[src/rtl/dac_xy_tx.sv]
`timescale 1ns/1ps
// dac_xy_tx
//   Transmit side of the XY converter interface. Paired X/Y samples are
//   accepted on a valid/ready input into a small FIFO. One sample is emitted
//   to an external dual DAC per sample period. The DAC sample clock is
//   derived from clk.
//
// Optional build macro: DAC_XY_TX_BLANK_EN
//   When defined, adds a dac_blank output. On an underflow slot the buses
//   are driven to midscale and dac_blank is raised. When undefined, an
//   underflow slot holds the last bus value.
//
// Ports:
//   clk        system clock; all logic runs on its rising edge
//   reset      synchronous, active-high reset
//   s_x, s_y   X/Y sample input (DATA_BITS each)
//   s_valid    input sample valid
//   s_ready    FIFO can accept (depends only on registered occupancy)
//   dac_clk    registered DAC sample clock, CLK_DIV/2 low then CLK_DIV/2 high
//   dac_x_bus  registered X DAC data; changes only as dac_clk falls
//   dac_y_bus  registered Y DAC data; changes only as dac_clk falls
//   underflow  one-cycle pulse when a sample slot finds the FIFO empty
//   dac_blank  (DAC_XY_TX_BLANK_EN only) high while the buses carry blank data
module dac_xy_tx #(
  parameter int DATA_BITS  = 10,
  parameter int CLK_DIV    = 4,
  parameter int FIFO_DEPTH = 4
) (
  input  logic                 clk,
  input  logic                 reset,
  input  logic [DATA_BITS-1:0] s_x,
  input  logic [DATA_BITS-1:0] s_y,
  input  logic                 s_valid,
  output logic                 s_ready,
  output logic                 dac_clk,
  output logic [DATA_BITS-1:0] dac_x_bus,
  output logic [DATA_BITS-1:0] dac_y_bus,
  output logic                 underflow
`ifdef DAC_XY_TX_BLANK_EN
  ,
  output logic                 dac_blank
`endif
);

  localparam int CNT_W = (CLK_DIV > 2) ? $clog2(CLK_DIV) : 1;
  localparam int PTR_W = $clog2(FIFO_DEPTH);
  localparam int ENT_W = 2 * DATA_BITS;

  localparam logic [CNT_W-1:0] CNT_LAST = CNT_W'(CLK_DIV - 1);
  localparam logic [CNT_W-1:0] CNT_HALF = CNT_W'(CLK_DIV / 2 - 1);
  localparam logic [PTR_W:0]   CNT_FULL = (PTR_W + 1)'(FIFO_DEPTH);

  // Divider
  logic [CNT_W-1:0] div_cnt_reg;
  logic             dac_clk_reg;
  logic             wrap;
  logic             rise;

  // FIFO storage and bookkeeping
  logic [ENT_W-1:0] mem [FIFO_DEPTH];
  logic [PTR_W-1:0] wr_ptr_reg;
  logic [PTR_W-1:0] rd_ptr_reg;
  logic [PTR_W:0]   count_reg;
  logic [PTR_W:0]   count_next;
  logic             full;
  logic             empty;
  logic             push;
  logic             pop;
  logic [ENT_W-1:0] head;

  // Output registers
  logic [DATA_BITS-1:0] dac_x_reg;
  logic [DATA_BITS-1:0] dac_y_reg;
  logic                 underflow_reg;

  assign wrap  = (div_cnt_reg == CNT_LAST);
  assign rise  = (div_cnt_reg == CNT_HALF);
  assign full  = (count_reg == CNT_FULL);
  assign empty = (count_reg == '0);
  // Ready comes from registered occupancy only, so a full FIFO stays
  // not-ready even on the cycle it pops.
  assign s_ready = ~full;
  assign push    = s_valid & ~full;
  // Pop decision uses the occupancy before this edge: a push landing on the
  // same wrap edge into an empty FIFO waits for the next slot.
  assign pop     = wrap & ~empty;
  assign head    = mem[rd_ptr_reg];

  always_comb begin
    count_next = count_reg;
    case ({push, pop})
      2'b10:   count_next = count_reg + 1'b1;
      2'b01:   count_next = count_reg - 1'b1;
      default: count_next = count_reg;
    endcase
  end

  always_ff @(posedge clk) begin
    if (reset) begin
      div_cnt_reg <= '0;
      dac_clk_reg <= 1'b0;
    end else begin
      div_cnt_reg <= wrap ? '0 : div_cnt_reg + 1'b1;
      if (wrap) begin
        dac_clk_reg <= 1'b0;
      end else if (rise) begin
        dac_clk_reg <= 1'b1;
      end
    end
  end

  // Storage array has no reset so it can map onto RAM.
  always_ff @(posedge clk) begin
    if (push) begin
      mem[wr_ptr_reg] <= {s_x, s_y};
    end
  end

  always_ff @(posedge clk) begin
    if (reset) begin
      wr_ptr_reg <= '0;
      rd_ptr_reg <= '0;
      count_reg  <= '0;
    end else begin
      if (push) wr_ptr_reg <= wr_ptr_reg + 1'b1;
      if (pop)  rd_ptr_reg <= rd_ptr_reg + 1'b1;
      count_reg <= count_next;
    end
  end

`ifdef DAC_XY_TX_BLANK_EN
  localparam logic [DATA_BITS-1:0] MIDSCALE = {1'b1, {(DATA_BITS-1){1'b0}}};
  logic dac_blank_reg;
  assign dac_blank = dac_blank_reg;
`endif

  // Buses load only on the wrap edge, i.e. together with dac_clk falling.
  always_ff @(posedge clk) begin
    if (reset) begin
      dac_x_reg     <= '0;
      dac_y_reg     <= '0;
      underflow_reg <= 1'b0;
`ifdef DAC_XY_TX_BLANK_EN
      dac_blank_reg <= 1'b1;
`endif
    end else begin
      underflow_reg <= wrap & empty;
      if (pop) begin
        dac_x_reg <= head[ENT_W-1:DATA_BITS];
        dac_y_reg <= head[DATA_BITS-1:0];
`ifdef DAC_XY_TX_BLANK_EN
        dac_blank_reg <= 1'b0;
`endif
      end else if (wrap) begin
`ifdef DAC_XY_TX_BLANK_EN
        dac_x_reg     <= MIDSCALE;
        dac_y_reg     <= MIDSCALE;
        dac_blank_reg <= 1'b1;
`endif
      end
    end
  end

  assign dac_clk   = dac_clk_reg;
  assign dac_x_bus = dac_x_reg;
  assign dac_y_bus = dac_y_reg;
  assign underflow = underflow_reg;

endmodule

[config.mk]
export PLATFORM = sky130hd
export DESIGN_NAME = dac_xy_tx
export DESIGN_NICKNAME = d
export VERILOG_FILES = /design/src/rtl/dac_xy_tx.sv
export SDC_FILE = /design/constraint.sdc
export NUM_CORES = 1
export LEC_CHECK = 0
export CAP_MARGIN = 20
export CORE_MARGIN = 2
export CORE_UTILIZATION = 43
export DETAILED_ROUTE_END_ITERATION = 8
export GPL_TIMING_DRIVEN = 0
export MAX_ROUTING_LAYER = met4
export PLACE_DENSITY = 0.66
export SLEW_MARGIN = 25
export SYNTH_ARGS = -nofsm -noshare
export SYNTH_HDL_FRONTEND = slang
export SYNTH_SLANG_ARGS = --single-unit
export TNS_END_PERCENT = 5
[constraint.sdc]
create_clock -name clk -period 2.92 [get_ports clk]
set_input_delay 0.584 -clock clk [delete_from_list [all_inputs] [get_ports clk]]
set_output_delay 0.584 -clock clk [all_outputs]
set_load 0.02 [all_outputs]
==> flow_summary.json, run 1 <==
{
  "hpwl_mm": 4.05,
  "antenna_found_initial": 0,
  "clock.fmax_ghz": 0.408,
  "p_total_w": 0.00289,
  "stdcell_count": 400,
  "dr_wl_met2_mm": 3.39,
  "synth_nets": 242,
  "clk_pin_slew_ns": 0.10,
  "path_buf_inv": 2,
  "die_h_um": 101,
  "root_buffer": "clkbuf_8",
  "ir_worst_vdd_mv": 0.288,
  "max_flop_register": "mem",
  "max_slew_margin": 0.566,
  "drt_iter0_drc": 59,
  "cts_setup_buffers": 0,
  "synth_area_um2": 4080,
  "cts.repair.resized": 0,
  "ys_ff_latch": 111,
  "io_pins": 46,
  "final_cell_mix": "80 x edfxtp_1, 44 x clkdlybuf4s50_1, 31 x dfxtp_1",
  "cp_cell_sequence": "or3b_1 -> buf_6 -> clkdlybuf4s50_1",
  "first_global_vias": 2031,
  "synth_cells": 211,
  "post-route-min-period_ns": 2.45,
  "wl_per_cell_um": 16.5,
  "leakage_nw": 1.61,
  "initial_core_util": 0.442,
  "rsz0062_at_grt": "no",
  "cp-start-kind": "flop",
  "area_growth_pct": 19.5,
  "syn_area_per_cell_um2": 19.3,
  "hold_path_class": "flop to flop",
  "critical_path_peak_fanout": 10,
  "p_clk_frac": 0.312,
  "placed_cells": 384,
  "drt_wl_total_mm": 6.62,
  "wl_met3_um": 217,
  "portBuffers": 44,
  "grt_max_degree": 21,
  "critPathCaptureType": "primary output",
  "gp_congestion": 0.758,
  "skew_ns": 0.0116,
  "ys_types": 30,
  "seq_area_frac_synth": 0.741,
  "routed_via_density": 4.99,
  "period_share": 0.838,
  "gr-usage-all-layers": 0.145,
  "netSwitchingFraction": 0.219,
  "cts.path.max_buffers": 2,
  "dpl_cell_area_um2": 4680,
  "ys_warn_count": 0,
  "highest_layer": "met4",
  "cts.hold.buffers_added": 0,
  "drive_gt1_frac": 0.173,
  "final_util": 0.528,
  "power.share.combinational": 0.073,
  "cts_tree": "yes",
  "final_common_cell": "edfxtp_1",
  "critPathSlowestCell": "clkdlybuf4s50_1",
  "largest_register_ffs": 80,
  "hold_violations": 0,
  "overflow": 0,
  "slew_viol_final": 0,
  "drc": 0,
  "final_area_um2": 4880,
  "firstDrtPassIters": 4,
  "power.switching_w": 0.000633,
  "dieArea_um2": 10300,
  "met1Wirelength_mm": 2.88,
  "internal_power_w": 0.00226,
  "cap_viol_max_count": 0,
  "status": "finished clean",
  "setup_viol": 0,
  "die_x_um": 101,
  "ant_nets": 0,
  "power_density_nw_per_um2": 592,
  "crit_required_ns": 2.34,
  "cts_made_buffers": 9,
  "diodes": 0,
  "tns_ns": 0,
  "num_vias": 1994,
  "critPathKind": "flop to primary output",
  "crit_path_max_incr_delay_ns": 0.53,
  "coreArea_um2": 9240,
  "seq_power_share": 0.615,
  "clk_latency_ns": 0.37,
  "nets": 297,
  "num_rows": 35,
  "worst_slew_pin_slew_ns": 0.651,
  "cp_top_family": "buffers and inverters",
  "arrival_ns": 1.86,
  "clock_sinks": 111,
  "grt_pass1_wl_mm": 10.4,
  "cts_max_level": 3
}
==> cells in the mapped netlist (all sizes together) <==
master | instances | area, um^2
a21o | 2 | 15.0
a21oi | 4 | 23.8
a22o | 20 | 175
and3 | 4 | 30.0
and3b | 1 | 8.76
buf | 9 | 66.3
clkbuf | 2 | 7.51
dfxtp | 31 | 621
edfxtp | 80 | 2400
fa | 1 | 20.0
ha | 7 | 87.6
inv | 6 | 22.5
mux4 | 20 | 458
nand2 | 1 | 3.75
nand3 | 2 | 10.0
nor2 | 7 | 26.3
nor3 | 4 | 20.0
nor3b | 1 | 7.51
o21ai | 1 | 5.00
o311ai | 1 | 8.76
o31a | 1 | 10.0
or3 | 1 | 7.51
or3b | 1 | 8.76
xnor2 | 1 | 8.76
xor2 | 3 | 26.3
==> worst paths after layout <==
path	startpoint	end	slack (ns)	cells past startpoint
min reg2reg	div_cnt_reg[0]$_SDFF_PP0_	div_cnt_reg[0]$_SDFF_PP0_	0.48	1
min	div_cnt_reg[0]$_SDFF_PP0_	div_cnt_reg[0]$_SDFF_PP0_	0.48	1
max reg2reg	count_reg[2]$_SDFFE_PP0P_	count_reg[2]$_SDFFE_PP0P_	0.50	9
max	count_reg[2]$_SDFFE_PP0P_	s_ready	0.47	3
==> through the flow <==
step | hold WS, ns | worst slack, ns
final | 0.484 | 0.472
after global routing | 0.497 | 0.381
after CTS | 0.489 | 0.462
after detailed placement | 0.468 | 0.553
after global placement | 0.453 | 0.597
after floorplan | 0.439 | 0.666
==> routing by layer <==
metal / global-route usage / vias to the layer above
met5: - / -
met4: 0.0624 / 0
met3: 0.0338 / 11
met2: 0.233 / 40
met1: 0.175 / 991
li1: - / 952
==> logic make-up (layout without fill, tap and decap cells) <==
logic type / after synthesis / count (layout) / synth area share
buffers and inverters: 17 / 77 / 0.0236
AOI/OAI and AO/OA: 29 / 29 / 0.0583
and+or+nand+nor: 22 / 22 / 0.0301
muxes: 20 / 20 / 0.112
DFF: 111 / 111 / 0.741
adders and majority gates: 8 / 8 / 0.0264
xor gates and xnor gates: 4 / 4 / 0.00859
==> power groups by stage <==
| stage | Combinational, W | Sequential [W] | Clock, W |
|---|---|---|---|
| after floorplan | 0.000115 | 0.00182 | 0 |
| after global placement | 0.000209 | 0.00181 | 0 |
| after detailed placement | 0.000213 | 0.00181 | 0 |
| after CTS | 0.000214 | 0.00178 | 0.000921 |
| after global routing | 0.000233 | 0.00178 | 0.000989 |
| final | 0.000211 | 0.00178 | 0.000900 |
==> area by class of cell <==
type | count | area, um^2
multi-input combinational | 83 | 961
tap | 129 | 161
clock inverter | 7 | 71.3
fill | 745 | 4360
timing repair buffer | 44 | 440
buffer | 11 | 73.8
sequential | 111 | 3020
inverter | 6 | 22.5
clock buffer | 9 | 124
No activity file was read; power rests on OpenSTA's default activity.
==> run 2: changes to the inputs <==
==> constraint.sdc (replaced) <==
create_clock -name clk -period 2.5 [get_ports clk]
set_input_delay 0.5 -clock clk [delete_from_list [all_inputs] [get_ports clk]]
set_output_delay 0.5 -clock clk [all_outputs]
set_load 0.02 [all_outputs]
==> run 2 against run 1 <==
Via count about the same. Clock-buffer cell count unchanged. Worst hold slack hardly changed. Die area unchanged. Critical path type is now flop to flop. Critical endpoint is now count_reg[2]$_SDFFE_PP0P_. Largest power group unchanged.
==> flow_summary.json, run 2 (synthesis results as in run 1) <==
{
  "status": "finished clean",
  "worst_slew_pin_slew_ns": 0.651,
  "internal_power_w": 0.00263,
  "firstDrtPassIters": 4,
  "overflow": 0,
  "dieArea_um2": 10300,
  "arrival_ns": 2.66,
  "die_h_um": 101,
  "slew_viol_final": 0,
  "tns_ns": 0,
  "ir_worst_vdd_mv": 0.336,
  "grt_max_degree": 21,
  "power_density_nw_per_um2": 692,
  "gp_congestion": 0.758,
  "skew_ns": 0.0113,
  "gr-usage-all-layers": 0.145,
  "die_x_um": 101,
  "setup_viol": 0,
  "leakage_nw": 1.61,
  "clk_pin_slew_ns": 0.10,
  "power.switching_w": 0.000740,
  "portBuffers": 44,
  "root_buffer": "clkbuf_8",
  "critical_path_peak_fanout": 10,
  "nets": 297,
  "io_pins": 46,
  "hpwl_mm": 4.05,
  "final_common_cell": "edfxtp_1",
  "coreArea_um2": 9240,
  "final_cell_mix": "80 x edfxtp_1, 44 x clkdlybuf4s50_1, 30 x dfxtp_1",
  "cts.path.max_buffers": 2,
  "rsz0062_at_grt": "no",
  "clk_latency_ns": 0.37,
  "drive_gt1_frac": 0.177,
  "wl_per_cell_um": 16.6,
  "diodes": 0,
  "cp-start-kind": "flop",
  "initial_core_util": 0.442,
  "seq_power_share": 0.615,
  "area_growth_pct": 19.6,
  "critPathCaptureType": "flop",
  "power.share.combinational": 0.073,
  "drc": 0,
  "netSwitchingFraction": 0.219,
  "grt_pass1_wl_mm": 10.4,
  "cts_max_level": 3,
  "critPathKind": "flop to flop",
  "drt_iter0_drc": 62,
  "largest_register_ffs": 80,
  "max_flop_register": "mem",
  "cts_tree": "yes",
  "crit_required_ns": 2.79,
  "period_share": 0.947,
  "clock.fmax_ghz": 0.422,
  "cap_viol_max_count": 0,
  "clock_sinks": 111,
  "p_clk_frac": 0.312,
  "cts_made_buffers": 9,
  "antenna_found_initial": 0,
  "drt_wl_total_mm": 6.63,
  "num_vias": 1995,
  "routed_via_density": 4.99,
  "cts_setup_buffers": 0,
  "hold-worst-slack_ns": 0.484,
  "max_slew_margin": 0.566,
  "first_global_vias": 2031,
  "post-route-min-period_ns": 2.37,
  "hold_path_class": "flop to flop",
  "ant_nets": 0,
  "num_rows": 35,
  "hold_violations": 0
}
## run 2: cell counts in the layout (fill, tap and decap cells not counted)
Identical to the previous run, type by type.
## run 2: final timing paths
path / from / endpoint / slack, ns / cells past startpoint
setup / recovery: count_reg[2]$_SDFFE_PP0P_ / count_reg[2]$_SDFFE_PP0P_ / 0.13 / 9
hold / removal: div_cnt_reg[0]$_SDFF_PP0_ / div_cnt_reg[0]$_SDFF_PP0_ / 0.48 / 1
setup reg to reg: count_reg[2]$_SDFFE_PP0P_ / count_reg[2]$_SDFFE_PP0P_ / 0.13 / 9
hold reg to reg: div_cnt_reg[0]$_SDFF_PP0_ / div_cnt_reg[0]$_SDFF_PP0_ / 0.48 / 1
## run 2: metrics by stage
stage	std cells	power (W)	area, um^2	worst slack, ns	utilization
6_report	400	0.00337	4880	0.131	0.528
5_1_grt	400	0.00351	4880	0.0432	0.528
4_1_cts	400	0.00340	4880	0.0931	0.528
3_5_place_dp	384	0.00237	4680	0.133	0.507
3_3_place_gp	384	0.00236	4680	0.177	0.507
2_1_floorplan	211	0.00226	4080	0.246	-
## run 2: what timing repair did
| item | in CTS | in global routing |
|---|---|---|
| resized for setup | 0 | 1 |
| hold buffers | 0 | 0 |
| endpoints found under the setup margin | 0 | 1 |
## run 2: layout make-up
cell class                 count  area (um^2)
fill                         744         4360
sequential                   111         3020
multi-input combinational     83          961
timing repair buffer          44          440
tap                          129          161
clock buffer                   9          124
buffer                        11         73.8
clock inverter                 7         71.3
inverter                       6         22.5
## run 2: routing by layer
layer  GRT usage  share of wire  vias up
li1            -              -      953
met1       0.175           0.43      991
met2       0.233           0.51       40
met3      0.0338          0.033       11
met4      0.0624          0.020        0
met5           -              0        -
## run 2: worst max-delay path: stages, from the launching register on
cell,delay (ns)
dfxtp_2,0.38
or3b_1,0.38
buf_6,0.15
nand2_1,0.06
ha_1,0.18
inv_1,0.06
fa_1,0.37
xor2_1,0.16
or3_2,0.40
a21oi_1,0.14
## run 2: power by group through the flow
| stage | clock network, W | logic, W | registers [W] |
|---|---|---|---|
| floorplan | 0 | 0.000134 | 0.00212 |
| global placement | 0 | 0.000244 | 0.00211 |
| detailed placement | 0 | 0.000248 | 0.00212 |
| CTS | 0.00108 | 0.000249 | 0.00208 |
| global route | 0.00116 | 0.000272 | 0.00208 |
| finish | 0.00105 | 0.000246 | 0.00208 |
==> run 3: changes to the inputs <==
--- a/config.mk
+++ b/config.mk
@@ -8,11 +8,11 @@
 export CAP_MARGIN = 20
 export CORE_MARGIN = 2
 export CORE_UTILIZATION = 43
+export CTS_CLUSTER_SIZE = 16
 export DETAILED_ROUTE_END_ITERATION = 8
 export GPL_TIMING_DRIVEN = 0
 export MAX_ROUTING_LAYER = met4
 export PLACE_DENSITY = 0.66
-export SLEW_MARGIN = 25
 export SYNTH_ARGS = -nofsm -noshare
 export SYNTH_HDL_FRONTEND = slang
 export SYNTH_SLANG_ARGS = --single-unit
==> results of run 3 <==
Same layout as run 2: the final DEF is identical, and so are final timing and power.
